==> config.mk <==
export PLATFORM = sky130hd
export DESIGN_NAME = beta_fetch_stage_flat
export DESIGN_NICKNAME = d
export VERILOG_FILES = /design/src/rtl/beta_pkg.sv /design/src/rtl/beta_fetch_stage_if.sv /design/src/rtl/beta_fetch_stage.sv /design/src/flat_wrapper.sv
export SDC_FILE = /design/constraint.sdc
export NUM_CORES = 1
export LEC_CHECK = 0
export BUFFER_PORTS_ARGS = -buffer_cell sky130_fd_sc_hd__buf_2
export CORE_ASPECT_RATIO = 0.6
export CORE_UTILIZATION = 52
export DETAILED_ROUTE_END_ITERATION = 16
export GPL_TIMING_DRIVEN = 0
export PLACE_DENSITY = 0.85
export SKIP_LAST_GASP = 1
export SLEW_MARGIN = 20
export SYNTH_ARGS = -nofsm -noshare
export SYNTH_HDL_FRONTEND = slang
export SYNTH_SLANG_ARGS = --single-unit
==> constraint.sdc <==
create_clock -name clk_i -period 2.6 [get_ports clk_i]
set_input_delay 0.26 -clock clk_i [delete_from_list [all_inputs] [get_ports clk_i]]
set_output_delay 0.26 -clock clk_i [all_outputs]
set_load 0.02 [all_outputs]
==> src/rtl/beta_pkg.sv <==
// -----------------------------------------------------------------------------
// beta_pkg
// Shared types and constants for the beta core.
//   ifs_state_t      : fetch stage FSM states (IDLE, REQ, WAIT)
//   BETA_NOP_INSTR   : canonical NOP (addi x0, x0, 0) substituted on faults
//   BETA_INSTR_BYTES : instruction size in bytes, the PC increment
// -----------------------------------------------------------------------------
package beta_pkg;

    typedef enum logic [1:0] {
        IDLE = 2'd0,
        REQ  = 2'd1,
        WAIT = 2'd2
    } ifs_state_t;

    localparam logic [31:0] BETA_NOP_INSTR   = 32'h0000_0013;
    localparam int          BETA_INSTR_BYTES = 4;

endpackage : beta_pkg

==> src/rtl/beta_fetch_stage_if.sv <==
// -----------------------------------------------------------------------------
// beta_fetch_stage_if
// Instruction memory read port (req/gnt/rvalid) of the fetch stage.
//   mem_req_o    : read request               (master -> slave)
//   mem_addr_o   : word-aligned read address  (master -> slave)
//   mem_gnt_i    : request accepted           (slave -> master)
//   mem_rvalid_i : read data valid            (slave -> master)
//   mem_rdata_i  : read data                  (slave -> master)
//   mem_err_i    : bus error, with rvalid     (slave -> master)
// Modports: master = fetch stage, slave = memory.
// -----------------------------------------------------------------------------
interface beta_fetch_stage_if #(
    parameter int DataWidth = 32,
    parameter int AddrWidth = 32
);

    logic                 mem_req_o;
    logic [AddrWidth-1:0] mem_addr_o;
    logic                 mem_gnt_i;
    logic                 mem_rvalid_i;
    logic [DataWidth-1:0] mem_rdata_i;
    logic                 mem_err_i;

    modport master (
        output mem_req_o,
        output mem_addr_o,
        input  mem_gnt_i,
        input  mem_rvalid_i,
        input  mem_rdata_i,
        input  mem_err_i
    );

    modport slave (
        input  mem_req_o,
        input  mem_addr_o,
        output mem_gnt_i,
        output mem_rvalid_i,
        output mem_rdata_i,
        output mem_err_i
    );

endinterface : beta_fetch_stage_if

==> src/rtl/beta_fetch_stage.sv <==
// -----------------------------------------------------------------------------
// beta_fetch_stage
// Instruction fetch stage of the beta core. Holds the PC, issues one read per
// fetch enable (single outstanding transaction), delivers the fetched word and
// its PC to the IF-DEC pipe, and accepts redirects from the exe stage.
//
// Ports:
//   clk_i, rstn_i        : clock, asynchronous active-low reset
//   ifs_fetch_en_i       : start one fetch (honoured only in IDLE)
//   ifs_busy_o           : a fetch is in flight
//   ifs_redirect_i       : discard in-flight work, load ifs_redirect_addr_i
//   ifs_redirect_addr_i  : redirect target (low two bits forced to zero)
//   mem                  : instruction memory port (beta_fetch_stage_if.master)
//   ifs_instr_o/ifs_pc_o : last delivered instruction and its PC
//   ifs_valid_o          : one-cycle pulse per delivered instruction
//   ifs_fault_o          : instruction access fault, qualified by ifs_valid_o
//
// Configuration:
//   BETA_IFS_ACCESS_FAULT_EN : when defined, a bus error on the response
//   delivers a NOP with ifs_fault_o set and leaves the PC unchanged. When not
//   defined, mem_err_i is ignored and ifs_fault_o stays 0.
// -----------------------------------------------------------------------------
module beta_fetch_stage
    import beta_pkg::*;
#(
    parameter int                   DataWidth = 32,
    parameter int                   AddrWidth = 32,
    parameter logic [AddrWidth-1:0] BootAddr  = '0
) (
    input  logic                  clk_i,
    input  logic                  rstn_i,
    input  logic                  ifs_fetch_en_i,
    output logic                  ifs_busy_o,
    input  logic                  ifs_redirect_i,
    input  logic [AddrWidth-1:0]  ifs_redirect_addr_i,
    beta_fetch_stage_if.master    mem,
    output logic [DataWidth-1:0]  ifs_instr_o,
    output logic [AddrWidth-1:0]  ifs_pc_o,
    output logic                  ifs_valid_o,
    output logic                  ifs_fault_o
);

    ifs_state_t           state_q, state_d;
    logic [AddrWidth-1:0] pc_q, pc_d;
    logic                 discard_q, discard_d;
    logic [DataWidth-1:0] instr_q, instr_d;
    logic [AddrWidth-1:0] ifs_pc_q, ifs_pc_d;
    logic                 valid_q, valid_d;
    logic                 fault_q, fault_d;

    logic [AddrWidth-1:0] redirect_pc;
    assign redirect_pc = {ifs_redirect_addr_i[AddrWidth-1:2], 2'b00};

    always_comb begin
        // NOTE: every signal gets a default before the case so no path leaves
        // it unassigned; otherwise synthesis infers a latch.
        state_d   = state_q;
        pc_d      = pc_q;
        discard_d = discard_q;
        instr_d   = instr_q;
        ifs_pc_d  = ifs_pc_q;
        valid_d   = 1'b0;
        fault_d   = fault_q;

        case (state_q)
            IDLE: begin
                if (ifs_fetch_en_i) state_d = REQ;
            end
            REQ: begin
                if (mem.mem_gnt_i) state_d = WAIT;
            end
            WAIT: begin
                if (mem.mem_rvalid_i) begin
                    state_d = IDLE;
                    if (discard_q) begin
                        discard_d = 1'b0;
                    end else begin
                        valid_d  = 1'b1;
                        instr_d  = mem.mem_rdata_i;
                        ifs_pc_d = pc_q;
                        pc_d     = pc_q + AddrWidth'(BETA_INSTR_BYTES);
                        fault_d  = 1'b0;
`ifdef BETA_IFS_ACCESS_FAULT_EN
                        // Faulting fetch: hand a NOP downstream and keep the
                        // PC so the trap handler sees the faulting address.
                        if (mem.mem_err_i) begin
                            instr_d = DataWidth'(BETA_NOP_INSTR);
                            fault_d = 1'b1;
                            pc_d    = pc_q;
                        end
`endif
                    end
                end
            end
            default: state_d = IDLE;
        endcase

        // Redirect overrides everything computed above.
        if (ifs_redirect_i) begin
            pc_d = redirect_pc;
            if (state_q == REQ && mem.mem_gnt_i) begin
                discard_d = 1'b1;
            end else if (state_q == WAIT) begin
                if (mem.mem_rvalid_i) begin
                    // Response arrives with the redirect: drop it in place.
                    valid_d   = 1'b0;
                    instr_d   = instr_q;
                    ifs_pc_d  = ifs_pc_q;
                    fault_d   = fault_q;
                    discard_d = 1'b0;
                end else begin
                    discard_d = 1'b1;
                end
            end
        end
    end

    // NOTE: state flops use non-blocking assignments so every register samples
    // the pre-edge values regardless of statement order.
    always_ff @(posedge clk_i or negedge rstn_i) begin
        if (!rstn_i) begin
            state_q   <= IDLE;
            pc_q      <= BootAddr;
            discard_q <= 1'b0;
            instr_q   <= '0;
            ifs_pc_q  <= '0;
            valid_q   <= 1'b0;
            fault_q   <= 1'b0;
        end else begin
            state_q   <= state_d;
            pc_q      <= pc_d;
            discard_q <= discard_d;
            instr_q   <= instr_d;
            ifs_pc_q  <= ifs_pc_d;
            valid_q   <= valid_d;
            fault_q   <= fault_d;
        end
    end

    assign mem.mem_req_o  = (state_q == REQ);
    assign mem.mem_addr_o = pc_q;
    assign ifs_busy_o     = (state_q != IDLE);
    assign ifs_instr_o    = instr_q;
    assign ifs_pc_o       = ifs_pc_q;
    assign ifs_valid_o    = valid_q;
    assign ifs_fault_o    = fault_q;

endmodule : beta_fetch_stage

==> src/flat_wrapper.sv <==
// flat-port wrapper written by rule: the top's interface ports become plain ports
module beta_fetch_stage_flat import beta_pkg::*;
#(
    parameter int                   DataWidth = 32,
    parameter int                   AddrWidth = 32,
    parameter logic [AddrWidth-1:0] BootAddr  = '0
)
  (clk_i, rstn_i, ifs_fetch_en_i, ifs_busy_o, ifs_redirect_i, ifs_redirect_addr_i, ifs_instr_o, ifs_pc_o, ifs_valid_o, ifs_fault_o, mem_mem_req_o, mem_mem_addr_o, mem_mem_gnt_i, mem_mem_rvalid_i, mem_mem_rdata_i, mem_mem_err_i);
  beta_fetch_stage_if #(.DataWidth(DataWidth), .AddrWidth(AddrWidth)) mem_i ();
  input  logic clk_i;
  input  logic rstn_i;
  input  logic ifs_fetch_en_i;
  output logic ifs_busy_o;
  input  logic ifs_redirect_i;
  input  logic [AddrWidth-1:0] ifs_redirect_addr_i;
  output logic [DataWidth-1:0] ifs_instr_o;
  output logic [AddrWidth-1:0] ifs_pc_o;
  output logic ifs_valid_o;
  output logic ifs_fault_o;
  output wire logic [$bits(mem_i.mem_req_o)-1:0] mem_mem_req_o;
  output wire logic [$bits(mem_i.mem_addr_o)-1:0] mem_mem_addr_o;
  input wire logic [$bits(mem_i.mem_gnt_i)-1:0] mem_mem_gnt_i;
  input wire logic [$bits(mem_i.mem_rvalid_i)-1:0] mem_mem_rvalid_i;
  input wire logic [$bits(mem_i.mem_rdata_i)-1:0] mem_mem_rdata_i;
  input wire logic [$bits(mem_i.mem_err_i)-1:0] mem_mem_err_i;
  assign mem_mem_req_o = mem_i.mem_req_o;
  assign mem_mem_addr_o = mem_i.mem_addr_o;
  assign mem_i.mem_gnt_i = mem_mem_gnt_i;
  assign mem_i.mem_rvalid_i = mem_mem_rvalid_i;
  assign mem_i.mem_rdata_i = mem_mem_rdata_i;
  assign mem_i.mem_err_i = mem_mem_err_i;
  beta_fetch_stage #(.DataWidth(DataWidth), .AddrWidth(AddrWidth), .BootAddr(BootAddr)) u_core (.clk_i(clk_i), .rstn_i(rstn_i), .ifs_fetch_en_i(ifs_fetch_en_i), .ifs_busy_o(ifs_busy_o), .ifs_redirect_i(ifs_redirect_i), .ifs_redirect_addr_i(ifs_redirect_addr_i), .mem(mem_i), .ifs_instr_o(ifs_instr_o), .ifs_pc_o(ifs_pc_o), .ifs_valid_o(ifs_valid_o), .ifs_fault_o(ifs_fault_o));
endmodule
### Word level (Yosys, flattened, before mapping)

Index checks and enable logic that the tools add are counted.
Widths: inputs -> output; s select.

* flip-flop bits (word level): 101
* word-level logic and storage cells: 64

* multiplexer cells: 42
* reduce and logical (&&, ||, !) cells: 7
* add/sub/neg operators: 1
* equality and inequality tests: 7

Operators by type and width (count)
* $mux 32: 18
* $add 32x3->32 const B: 1
* $mux 1: 20
* $mux 2: 3
* $ne 2x2->1 const B: 3
* $pmux 2 s3: 1
* $reduce_and 3->1: 2
* $reduce_bool 2->1: 3
* $ne 4x3->1 const B: 1
* $eq 2x1->1 const B: 1
* $eq 2x2->1 const B: 1
* $logic_not 2->1: 1
* $ne 2x1->1 const B: 1
* $logic_and 1x1->1: 1

### Depth between registers and ports, before layout

* word-level depth: 7
* mapped depth: 6
* gate-level depth less buffers: 4

### Worst setup path after synthesis

OpenSTA, ideal clock, no wires.

* path type: register to register
* start point: reg u_core.pc_q[13] (netlist: u_core.mem.mem_addr_o[13])
* end point: reg u_core.pc_q[27] (netlist: u_core.mem.mem_addr_o[27])
* cell stages (with the launch flop): 6
* arrival: 1.716 ns
* setup slack: 0.802 ns
* path buffers: 1
* data required time: 2.518 ns
* path through: dfrtp_1 and4_4 nand4_4 buf_6 or4_1 a31oi_1

* longest elaborated chain between the ends: 5

Ends and longest elaborated chain
* from (decl): line beta_fetch_stage.sv:44 `logic [AddrWidth-1:0] pc_q, pc_d;`
* from (signal assigned): line beta_fetch_stage.sv:123 `pc_q <= BootAddr;`
* from (signal assigned): line beta_fetch_stage.sv:131 `pc_q <= pc_d;`
* $add 32x3->32: line beta_fetch_stage.sv:81 `pc_d = pc_q + AddrWidth'(BETA_INSTR_BYTES);`
* $mux 32: line beta_fetch_stage.sv:75 `if (discard_q) begin`
* $mux 32: line beta_fetch_stage.sv:73 `if (mem.mem_rvalid_i) begin`
* $mux 32: line beta_fetch_stage.sv:65 `case (state_q)`
* $mux 32: line beta_fetch_stage.sv:99 `if (ifs_redirect_i) begin`

No other way between the ends. The select of a mux whose other input is x is not followed.
A chain may end at the register's enable or synchronous reset.

### Worst setup path after layout

* start point: reg u_core.state_q[0]
* end point: reg u_core.pc_q[16] (netlist: u_core.mem.mem_addr_o[16])

* longest elaborated chain between the ends: 3

Ends and longest elaborated chain
* from (decl): line beta_fetch_stage.sv:43 `ifs_state_t state_q, state_d;`
* from (signal assigned): line beta_fetch_stage.sv:130 `state_q <= state_d;`
* $eq 2x2->1: line beta_fetch_stage.sv:65
* $reduce_bool 2->1 (no source line)
* $reduce_and 3->1 (no source line)

No other way between the ends.

==> metrics.md <==
| Metric | Value |
|---|---|
| CTS max path bufs | 2 |
| Mapped Area | 4300 um^2 |
| Setup TNS Final | 0 ns |
| Critical-path cell list | and4bb_1 > nand4_1 > buf_2 > clkbuf_1 > o31ai_1 > a31oi_1 |
| Share of layout cells above drive strength 1 | 48.4% |
| FF+latch count, synth | 97 |
| Post-CTS Setup Repair Bufs | 0 |
| Die Y | 72.4 um |
| GR Util All Layers | 25.5% |
| Starting Density | 54.1% |
| Number of routed nets with antenna violations | 0 |
| Post-synth EDFFs | 0 |
| Leak | 0.00274 uW |
| Critical path capture point type | flop |
| Top cells by area, synth | dfrtp_1 (56%), mux2_2 (16%), or4_1 (3.0%) |
| First DRT Iteration DRCs | 186 |
| Syn_area_per_cell | 12.2 um^2 |
| Routed len/inst | 16.4 um |
| Layout area overhead | 30.4% |
| Die W | 119 um |
| Crit path max fanout | 10 |
| TritonCTS sink count | 97 |
| Critical-path top delay cell | dfrtp_1 |
| I/O Pins | 171 |
| Seq/Total Area, Yosys | 56.5% |
| Asr flop ratio synth | 100% |
| Final Max Slew Viols | 0 |
| Synth top cells by count | dfrtp_1 (97), mux2_2 (62), nand2_1 (21), nor2_1 (19) |
| Status | finished, final reports clean |
| Global route hottest layer | met2 |
| Period utilisation layout | 80.0% |
| Row cnt | 25 |
| DRC viols | 0 |
| Vias in the first global route | 3316 |
| Via count | 3548 |
| Hpwl dp | 7800 um |
| Hold WC Path Type | in2reg |
| Max Cap Viol | 0 |
| Worst r2r path cells | 6 |
| Synth cell types | 40 |
| Setup violators final | 0 |
| Post-cts repair resize count | 0 |
| Synth top area share | 56.5% |
| Number of I/O port buffers | 163 |
| Ys Warns | 0 |
| Met2 usage | 40.1% |
| CTS H-tree lvls | 3 |
| WP data required | 2.78 ns |
| Final min period | 2.08 ns |
| DIE AREA | 8640 um^2 |
| Skew final | 0.00968 ns |
| Routability cong. | 0.849 |
| Final Hold Viols | 0 |
| First-pass GRT wire length | 16900 um |
| Mapped Cells | 353 |
| Drt via density | 5.49 |
| Fmax | 481 MHz |
| Primary FF master, synth | dfrtp_1 |
| Total gr overflow | 0 |
| Met1 Use GR | 35.3% |
| Top-count cell post-synth | dfrtp_1 |
| Min-Delay Path Depth | 2 |
| TritonCTS clock tree | done |
| Largest net degree at the start of global routing | 68 |
| Worst Path Class, Setup | reg2reg |
| Slew margin rel. | 65.6% |
| Max IR drop VDD | 606 uV |
| Met3 GRT Util | 7.15% |
| Reg clk slew, reported paths | 0.06 ns |
| CP arrival | 2.26 ns |
| Routed WL | 10600 um |
| P per Cell Area | 955 nW/um^2 |
| Number of fill cells | 590 |
| Core area | 7950 um^2 |
| Worst skew pair latency | 0.34 ns |
| Worst path max stage delay | 0.44 ns |
| CTS buffer count | 9 |
| Final instance area | 5600 um^2 |
| Antenna violations before repair | 0 |
| Min Hold Slack | 0.111 ns |
| Synth area leader | dfrtp_1 |
| Startpoint types | flop |
| RSZ-0062 raised after global routing | false |
| Worst-Margin Slew | 0.516 ns |
| Post-DP Area | 5290 um^2 |
| Drt pass-1 iters | 6 |
| Clock root buffer | clkbuf_16 |
| Layout net count | 604 |
flip-flops by register name, indices dropped and copies added, names as in the netlist:
signal and cells:
u_core.ifs_pc_o 30, u_core.ifs_instr_o 32, u_core.ifs_valid_o 1, u_core.discard_q 1, u_core.ifs_fault_o 1, u_core.mem.mem_addr_o 30
u_core.state_q 2
layout by cell type, fill, tap and decap left out, types with 8 or more instances in the layout:
master     synthesis  final
a31oi_1           17     17
nand2_1           21     21
clkbuf_16          0      9
buf_2             10    172
nand4_1            8      8
or4_1             17     17
nand3_1           13     13
dfrtp_1           97     97
nor2_1            19     19
o21ai_0           12     12
clkbuf_1          12     13
o31ai_1           15     15
mux2_2            62     62
what timing repair did:
| action | in CTS | in global routing |
|---|---|---|
| hold buffers | 1 | 0 |
| endpoints found under the setup margin | 0 | 0 |
| hold endpoints to repair | 30 | 0 |
final timing paths:
check	start	end	slack (ns)
worst max-delay path	u_core.state_q[0]	u_core.mem.mem_addr_o[16]	0.52
worst min-delay path	mem_mem_gnt_i	u_core.state_q[0]	0.11
worst max register to register	u_core.state_q[0]	u_core.mem.mem_addr_o[16]	0.52
worst min register to register	u_core.ifs_instr_o[2]	u_core.ifs_instr_o[2]	0.50
max in group asynchronous	rstn_i	u_core.ifs_instr_o[20]	1.61
min in group asynchronous	rstn_i	u_core.mem.mem_addr_o[15]	0.36
critical path: cells and delay by family, from the launching register on:
kind / cells / cell delay (ns)
buf+inv: 2 / 0.50
compound gates: 2 / 0.52
flops: 1 / 0.44
simple gates: 2 / 0.46
stage by stage:
step	cells	setup WS, ns	util (%)	power (uW)
final	646	0.521	70.5	5350
after global routing	645	0.325	70.5	5620
after CTS	645	0.540	70.5	5400
after detailed placement	628	0.547	66.6	4070
after global placement	627	0.360	66.2	3980
after floorplan	356	0.802	-	3370
final cells by class:
type                            count  area [um^2]  share of cell area [%]
Inverter                            2         7.51                   0.134
Clock buffer                       11          243                    4.33
Tap cell                          108          135                    2.41
Antenna cell                        1         2.50                  0.0447
Multi-Input combinational cell    230         1740                    31.0
Clock inverter                      5         55.1                   0.982
Timing Repair Buffer              165          860                    15.3
Sequential cell                    97         2430                    43.3
Buffer                             27          136                    2.43
cell families (layout without fill, tap and decap cells):
family,count (synthesis),after routing,share of synthesized area [%]
and+or+nand+nor,102,102,13.8
other,1,5,0.0873
xor gates and xnor gates,8,8,1.63
adders and majority gates,1,1,0.291
buffers and inverters,29,210,3.35
AOI/OAI and AO/OA,52,52,7.86
muxes,63,63,16.5
DFF,97,97,56.5
per-layer routing:
metal	share of wire, %	wire length [um]	vias to the layer above
li1	-	-	1665
met1	45	4740	1722
met2	47	4960	151
met3	7.8	823	10
met4	0.80	85	0
met5	0	0	-
power by group:
group          switching (uW)  internal (uW)  leakage [uW]
sequential                291           1970       0.00121
clock                     555            769      0.000142
combinational            1020            748       0.00139
Note: power is estimated with default switching activity, not from simulation.
